**src/rtl/uart_arb_pkg.sv**
```systemverilog
// Shared types and defaults for the uart2 transmit arbiter.
package uart_arb_pkg;

    localparam int unsigned N_REQ_DEF         = 4;
    localparam int unsigned START_TIMEOUT_DEF = 16;

    typedef enum logic [1:0] {
        ST_IDLE      = 2'd0,
        ST_START     = 2'd1,
        ST_WAIT_BUSY = 2'd2,
        ST_WAIT_DONE = 2'd3
    } arb_state_t;

endpackage

```
**src/rtl/uart_rr_pick.sv**
```systemverilog
// Combinational round-robin picker: the search begins one slot after ptr and wraps around.
module uart_rr_pick #(
    parameter int unsigned N_REQ = 4
) (
    input  logic [N_REQ-1:0]         req,
    input  logic [$clog2(N_REQ)-1:0] ptr,
    output logic                     valid,
    output logic [$clog2(N_REQ)-1:0] index
);

    localparam int unsigned PW = $clog2(N_REQ);

    always_comb begin
        int unsigned      w_pos;
        logic [PW-1:0]    w_idx;
        valid = 1'b0;
        index = '0;
        w_pos = 0;
        w_idx = '0;
        for (int unsigned off = 1; off <= N_REQ; off++) begin
            w_pos = (32'(ptr) + off) % N_REQ;
            w_idx = w_pos[PW-1:0];
            if (!valid && req[w_idx]) begin
                valid = 1'b1;
                index = w_idx;
            end
        end
    end

endmodule

```
**src/rtl/uart_tx_arb.sv**
```systemverilog
// Round-robin arbiter feeding N_REQ byte requesters into one shared uart2 transmitter,
// with a timeout in case the transmitter never acknowledges a start pulse.
module uart_tx_arb
    import uart_arb_pkg::*;
#(
    parameter int unsigned N_REQ         = N_REQ_DEF,
    parameter int unsigned START_TIMEOUT = START_TIMEOUT_DEF
) (
    input  logic                     clk,
    input  logic                     reset,
    input  logic [N_REQ-1:0]         req,
    input  logic [8*N_REQ-1:0]       req_data,
    output logic [N_REQ-1:0]         ack,
    output logic                     tx_start,
    output logic [7:0]               tx_data,
    input  logic                     tx_busy,
    output logic [$clog2(N_REQ)-1:0] grant_id,
    output logic                     busy,
    output logic                     err_timeout
);

    localparam int unsigned PW = $clog2(N_REQ);
    localparam int unsigned CW = $clog2(START_TIMEOUT + 1);

    arb_state_t    r_state;
    logic [PW-1:0] r_ptr;
    logic [CW-1:0] r_cnt;
    logic          w_valid;
    logic [PW-1:0] w_idx;

    uart_rr_pick #(
        .N_REQ(N_REQ)
    ) u_pick (
        .req  (req),
        .ptr  (r_ptr),
        .valid(w_valid),
        .index(w_idx)
    );

    assign busy = (r_state != ST_IDLE);

    always_ff @(posedge clk or negedge reset) begin
        if (!reset) begin
            r_state     <= ST_IDLE;
            ack         <= '0;
            tx_start    <= 1'b0;
            tx_data     <= '0;
            err_timeout <= 1'b0;
            r_cnt       <= '0;
            r_ptr       <= PW'(N_REQ - 1);
            grant_id    <= '0;
        end else begin
            ack         <= '0;
            tx_start    <= 1'b0;
            err_timeout <= 1'b0;
            case (r_state)
                ST_IDLE: begin
                    // tx_start is set here so it is high exactly during the START cycle
                    if (w_valid && !tx_busy) begin
                        tx_data    <= req_data[{w_idx, 3'b000} +: 8];
                        ack[w_idx] <= 1'b1;
                        tx_start   <= 1'b1;
                        r_ptr      <= w_idx;
                        grant_id   <= w_idx;
                        r_state    <= ST_START;
                    end
                end
                ST_START: begin
                    r_cnt   <= '0;
                    r_state <= ST_WAIT_BUSY;
                end
                ST_WAIT_BUSY: begin
                    if (tx_busy) begin
                        r_state <= ST_WAIT_DONE;
                    end else if (r_cnt == CW'(START_TIMEOUT - 1)) begin
                        err_timeout <= 1'b1;
                        r_state     <= ST_IDLE;
                    end else begin
                        r_cnt <= r_cnt + CW'(1);
                    end
                end
                ST_WAIT_DONE: begin
                    if (!tx_busy) r_state <= ST_IDLE;
                end
                default: r_state <= ST_IDLE;
            endcase
        end
    end

endmodule

```
**config.mk**
```make
export PLATFORM = sky130hd
export DESIGN_NAME = uart_tx_arb
export DESIGN_NICKNAME = d
export VERILOG_FILES = /design/src/rtl/uart_arb_pkg.sv /design/src/rtl/uart_rr_pick.sv /design/src/rtl/uart_tx_arb.sv
export SDC_FILE = /design/constraint.sdc
export NUM_CORES = 1
export LEC_CHECK = 0
export ABC_AREA = 1
export CAP_MARGIN = 25
export CORE_MARGIN = 10
export CORE_UTILIZATION = 40
export CTS_CLUSTER_SIZE = 8
export DETAILED_ROUTE_END_ITERATION = 16
export HOLD_SLACK_MARGIN = 0.02
export PLACE_DENSITY_LB_ADDON = 0.15
export SKIP_LAST_GASP = 1
export SYNTH_ARGS = -nofsm -noshare
export SYNTH_HDL_FRONTEND = slang
export SYNTH_SLANG_ARGS = --single-unit
```
**constraint.sdc**
```tcl
create_clock -name clk -period 2.6 [get_ports clk]
set_input_delay 0.78 -clock clk [delete_from_list [all_inputs] [get_ports clk]]
set_output_delay 0.78 -clock clk [all_outputs]
set_load 0.05 [all_outputs]
```
## After elaboration in Yosys (flattened, before gate mapping)

Cells that the tools add are included.

| storage, ports and cells | value |
|---|---|
| register bits | 25 |
| latch bits | 0 |
| bits in writable memories | 0 |
| memory bits (read-only) | 0 |
| output and inout bits | 17 |
| word-level logic and storage cells | 77 |
| memories | 0 |

| operators by class | value |
|---|---|
| add/subtract/negate cells | 5 |
| multiply operators | 0 |
| divide/modulo/power cells | 0 |
| $lt $le $gt $ge | 6 |
| equal/unequal tests | 9 |
| shifts and indexed selects | 1 |
| muxes and demuxes | 33 |
| bitwise gates (word level) | 0 |
| reduce and logical (&&, ||, !) cells | 15 |

Operator list:

| kind | number |
|---|---|
| 32-bit by 6-bit indexed part select with 8-bit output | 1 |
| 2-bit two-way mux | 8 |
| 2-bit by 3-bit < comparator with 1-bit output, second input constant | 5 |
| 1-bit two-way mux | 14 |
| 5-bit two-way mux | 2 |
| 5-bit case mux with 2 select lines | 1 |
| 1-bit binary-select mux with 2-bit select | 4 |
| 4-bit two-way mux | 2 |
| 2-bit != test, second input constant | 4 |
| 2-bit case mux with 4 select lines | 1 |
| 3-bit AND reduction | 2 |
| 5-bit by 1-bit adder with 5-bit output, second input constant | 1 |
| 5-bit by 4-bit == test with 1-bit output, second input constant | 1 |
| 1-bit logical AND | 5 |
| 2-bit by 1-bit adder with 2-bit output, second input constant | 2 |
| 2-bit adder, second input constant | 2 |
| 2-bit == test, second input constant | 2 |
| 1-bit zero test | 4 |
| 2-bit nonzero test | 2 |
| 3-bit != test, second input constant | 1 |
| 1-bit demux with 2-bit select | 1 |
| 2-bit by 1-bit == test with 1-bit output, second input constant | 1 |
| 2-bit by 1-bit >= comparator with 1-bit output, second input constant | 1 |
| 2-bit zero test | 1 |
| 2-bit AND reduction | 1 |

## Logic depth before layout (Yosys ltp)

| depth | value |
|---|---|
| depth in word-level cells | 19 |
| mapped depth | 15 |
| mapped depth without buffers | 13 |

## Hierarchy

From an unflattened synthesis, not the netlist that was laid out.

| unflattened totals | value |
|---|---|
| cell total of the unflattened synthesis | 255 |
| area total of the unflattened synthesis | 1700.4 µm² |

Modules (own cells, without submodules):

| module | instances | cells each | area an instance (µm²) |
|---|---|---|---|
| uart_tx_arb | 1 | 206 | 1410.1 |
| uart_rr_pick | 1 | 49 | 290.3 |

## Worst setup path after synthesis

OpenSTA, ideal clock, no wires.

| timing | value |
|---|---|
| path type | input port to flip-flop |
| start | input port req[3] |
| end | register tx_data[1] |
| setup time | 118 ps |
| arrival | 1820 ps |
| slack | 662 ps |
| stages on the path | 13 |
| path buffers | 1 |
| cell sequence | nand2_1 -> nand2_2 -> nand2_1 -> nand2_2 -> nor2_8 -> nand2_1 -> nor2_2 -> nor2_4 -> inv_2 -> buf_6 -> nand3_2 -> nand3_1 -> nand2_1 |

| on the way | value |
|---|---|
| longest elaborated chain between the ends | 14 |
| elaborated cells on any way between the ends | 25 |

RTL lines:

| item | line | RTL |
|---|---|---|
| start: declaration | uart_tx_arb.sv:11 | `input logic [N_REQ-1:0] req,` |
| branches (longest 14 deep; another with 1-bit binary-select mux with 2-bit select) | -- |  |
| end signal: assignment | uart_tx_arb.sv:60 | `tx_data <= req_data[{w_idx, 3'b000} +: 8];` |
| end: declaration | uart_tx_arb.sv:15 | `output logic [7:0] tx_data,` |

Several ways; the timed one is not identified. The select of a mux whose other input is x is not followed.
A chain may end at the register's enable or synchronous reset.

## Final worst setup path

| timing | value |
|---|---|
| start | input port req[3] |
| end | register tx_data[3] |

Same word-level chain as after synthesis.

==> flow_summary.json <==
{
  "drc": 0,
  "dieArea_um2": 7029,
  "rows": 23,
  "hpwl_um": 3609,
  "cts.clk_slew.worst_paths_ns": 0.08,
  "cp_slowest_cell": "clkdlybuf4s50_1",
  "root_buffer": "clkbuf_8",
  "core-area_um2": 3971,
  "rr_endpoint": "tx_data[3]$_DFFE_PN0P_",
  "crit_path_max_incr_delay_ns": 0.47,
  "p_clk_frac": 0.068,
  "synth_top_family_by_area": "simple AND/OR/NAND/NOR gates",
  "drv_slew": 0,
  "crit_start": "req[3]",
  "first_iter_violations": 124,
  "muxShareOfSynthArea": 0,
  "worstHoldStart": "tx_data[1]$_DFFE_PN0P_",
  "crit_family": "simple AND/OR/NAND/NOR gates",
  "crit_chain": "clkdlybuf4s50_1, nand2_1, nand2_2, nand2_1, nand2_2, nor2_8, nand3_1, nand2_1, nor2_4, inv_2, nand3_2, nand3_1, nand2_1",
  "grt_first_pass_wirelength_um": 7596,
  "layout_commonest_cell": "nand2_1",
  "yosysWarnings": 0,
  "first_pass_iters": 4,
  "vias_per_cell": 5.041,
  "globalplace.congestion": 0.9328,
  "slew-limit-headroom": 0.6470,
  "arrival_ns": 2.51,
  "synth-compound-area-share": 0.04528,
  "cts_setup_buffers": 0,
  "num_antenna_cells": 0,
  "drive_gt1_frac": 0.1623,
  "hold_path_class": "reg -> reg",
  "hold_viol": 0,
  "switching_share": 0.5512,
  "whs_path_depth": 2,
  "ios": 56,
  "synth.distinct_cells": 27,
  "yosysSeqAreaShare": 0.3853,
  "wl_per_cell_um": 13.83,
  "totalWireLength_um": 4357,
  "status": "finished, final reports clean",
  "grt_setup_unrepaired": "false",
  "timing.fmax_mhz": 432.9,
  "nFillCells": 362,
  "final_nets": 307,
  "worstSkewPairLatency_ns": 0.26,
  "period_share": 0.8885,
  "cts.sinks": 25,
  "power_density_nw_per_um2": 1437,
  "grt_usage": 0.1248,
  "crit_path_start_kind": "primary input",
  "synth_cells": 208,
  "num_vias": 1588,
  "antenna_found_initial": 0,
  "critPathRequiredTime_ns": 2.80,
  "hold_end": "tx_data[1]$_DFFE_PN0P_",
  "dieWidth_um": 83.84,
  "die_h_um": 83.84,
  "overflow": 0,
  "seqCellArea_um2": 628.1,
  "r2r_cells": 13,
  "post-route-min-period_ns": 2.310,
  "r2r_slack_ns": 0.51,
  "worst_path_most_repeated_cell": "nand2_1",
  "cts_made_buffers": 3,
  "p_int_w": 0.001473,
  "critPathKind": "in -> reg",
  "tightest_slew_ns": 0.5278,
  "layout_common_cells": "nand2_1 (67), clkdlybuf4s50_1 (54), dfrtp_1 (23), nand3_1 (22), nand4_1 (17)",
  "antenna_left": 0,
  "initial_core_util": 0.4105,
  "multi_input_area_um2": 874.6,
  "finClkSkew_ns": 0.008562,
  "fin_util": 0.5750,
  "synthesis.nets": 249,
  "tns_ns": 0,
  "avgSynthCellArea_um2": 7.838,
  "cts_buffer_depth": 2,
  "portBuffers": 55,
  "cap_violations": 0,
  "r2r_start": "r_ptr[0]$_DFFE_PN1P_",
  "combPwrFrac": 0.729,
  "setup_viol_count_final": 0,
  "syn_area_um2": 1630,
  "synth_xor_xnor_area_share": 0.005372,
  "grt_max_degree": 26,
  "seq_power_share": 0.203,
  "endpoint_kind": "flop",
  "p_leak_nw": 1.068,
  "cts_tree": "yes",
  "irDropWorstVdd_uv": 661.6,
  "ys_ff_latch": 25,
  "crit_fanout": 11,
  "netSwitchingPower_w": 0.001809,
  "cp.buffers_inverters": 2,
  "area_growth_pct": 40.06,
  "synthAdderAreaFrac": 0.01535,
  "h-tree-depth": 1,
  "first_global_vias": 1639,
  "yosys.area_share.simple": 0.4705
}
-- sequential cells by signal (all words and copies together) (netlist names) --
name	count
tx_start	1
tx_data	8
grant_id	2
r_cnt	5
r_state	2
r_ptr	2
ack	4
err_timeout	1
-- cell families after synthesis --
kind of cell | after synthesis
simple gates | 143
flops | 25
buf+inv | 24
compound gates | 13
fa+ha+maj | 2
xor+xnor | 1
-- synthesized netlist by cell type, drive strengths merged --
master   n  area share
a21oi    5       0.015
a22o     1      0.0054
a31oi    2      0.0077
buf      7       0.036
dfrtp   23        0.35
dfstp    2       0.032
ha       2       0.015
inv     17       0.042
nand2   79        0.21
nand3   32        0.14
nand4   17       0.065
nor2    14       0.053
nor3     1      0.0031
o21ai    3      0.0092
o22ai    2      0.0077
xor2     1      0.0054
-- power by group through the flow --
stage / Combinational (W) / Clock, W / Sequential (W)
2_1_floorplan: 0.00160 / 0 / 0.000948
5_1_grt: 0.00264 / 0.000251 / 0.000688
3_5_place_dp: 0.00240 / 0 / 0.000674
6_report: 0.00239 / 0.000223 / 0.000666
3_3_place_gp: 0.00239 / 0 / 0.000677
4_1_cts: 0.00241 / 0.000233 / 0.000668
-- per-layer routing --
metal  track usage  wire [um]  share of wire
met4       0.01065         25         0.0057
met1        0.1667       2006           0.46
met3       0.06738        500           0.11
met5             0          0              0
met2        0.1777       1825           0.42
-- cell type report --
cell class              count  area share
clock buffers               3     0.01808
repair buffers             60      0.2641
flip-flops and latches     25      0.2751
multi-input cells         159      0.3830
clock inverters             1    0.002192
inverters                  17     0.03014
well taps                  50     0.02740
-- how the worst max path moves through the flow --
stage | cells after the start | to | slack (ns)
floorplan | 13 | tx_data[1]$_DFFE_PN0P_ | 0.66
global placement | 13 | tx_data[0]$_DFFE_PN0P_ | 0.05
detailed placement | 13 | tx_data[0]$_DFFE_PN0P_ | 0.02
CTS | 3 | busy | 0.02
global route | 13 | tx_data[6]$_DFFE_PN0P_ | 0.16
finish | 13 | tx_data[3]$_DFFE_PN0P_ | 0.29
-- through the flow --
step | setup slack, ns | power, W | instance area, um2 | hold slack [ns] | instances
2_1_floorplan | 0.6625 | 0.002549 | 1630 | 0.4711 | 208
3_3_place_gp | 0.05380 | 0.003068 | 2235 | 0.4666 | 311
3_5_place_dp | 0.02179 | 0.003079 | 2235 | 0.4652 | 311
4_1_cts | 0.02276 | 0.003311 | 2281 | 0.4871 | 315
5_1_grt | 0.1637 | 0.003577 | 2283 | 0.5154 | 315
6_report | 0.2899 | 0.003282 | 2283 | 0.4844 | 315
-- worst reg2reg max path, delay by kind of cell, from the launching register on --
kind | cells | cell delay [ns]
buffers and inverters | 2 | 0.31
flip-flops | 1 | 0.68
AND/OR/NAND/NOR | 11 | 0.99
-- repair_timing --
| item | in CTS | in global routing |
|---|---|---|
| endpoints found under the setup margin | 0 | 1 |
| hold buffers | 0 | 0 |
| resized for setup | 0 | 1 |
| hold endpoints to repair | 0 | 0 |
No activity file was read; power rests on OpenSTA's default activity.
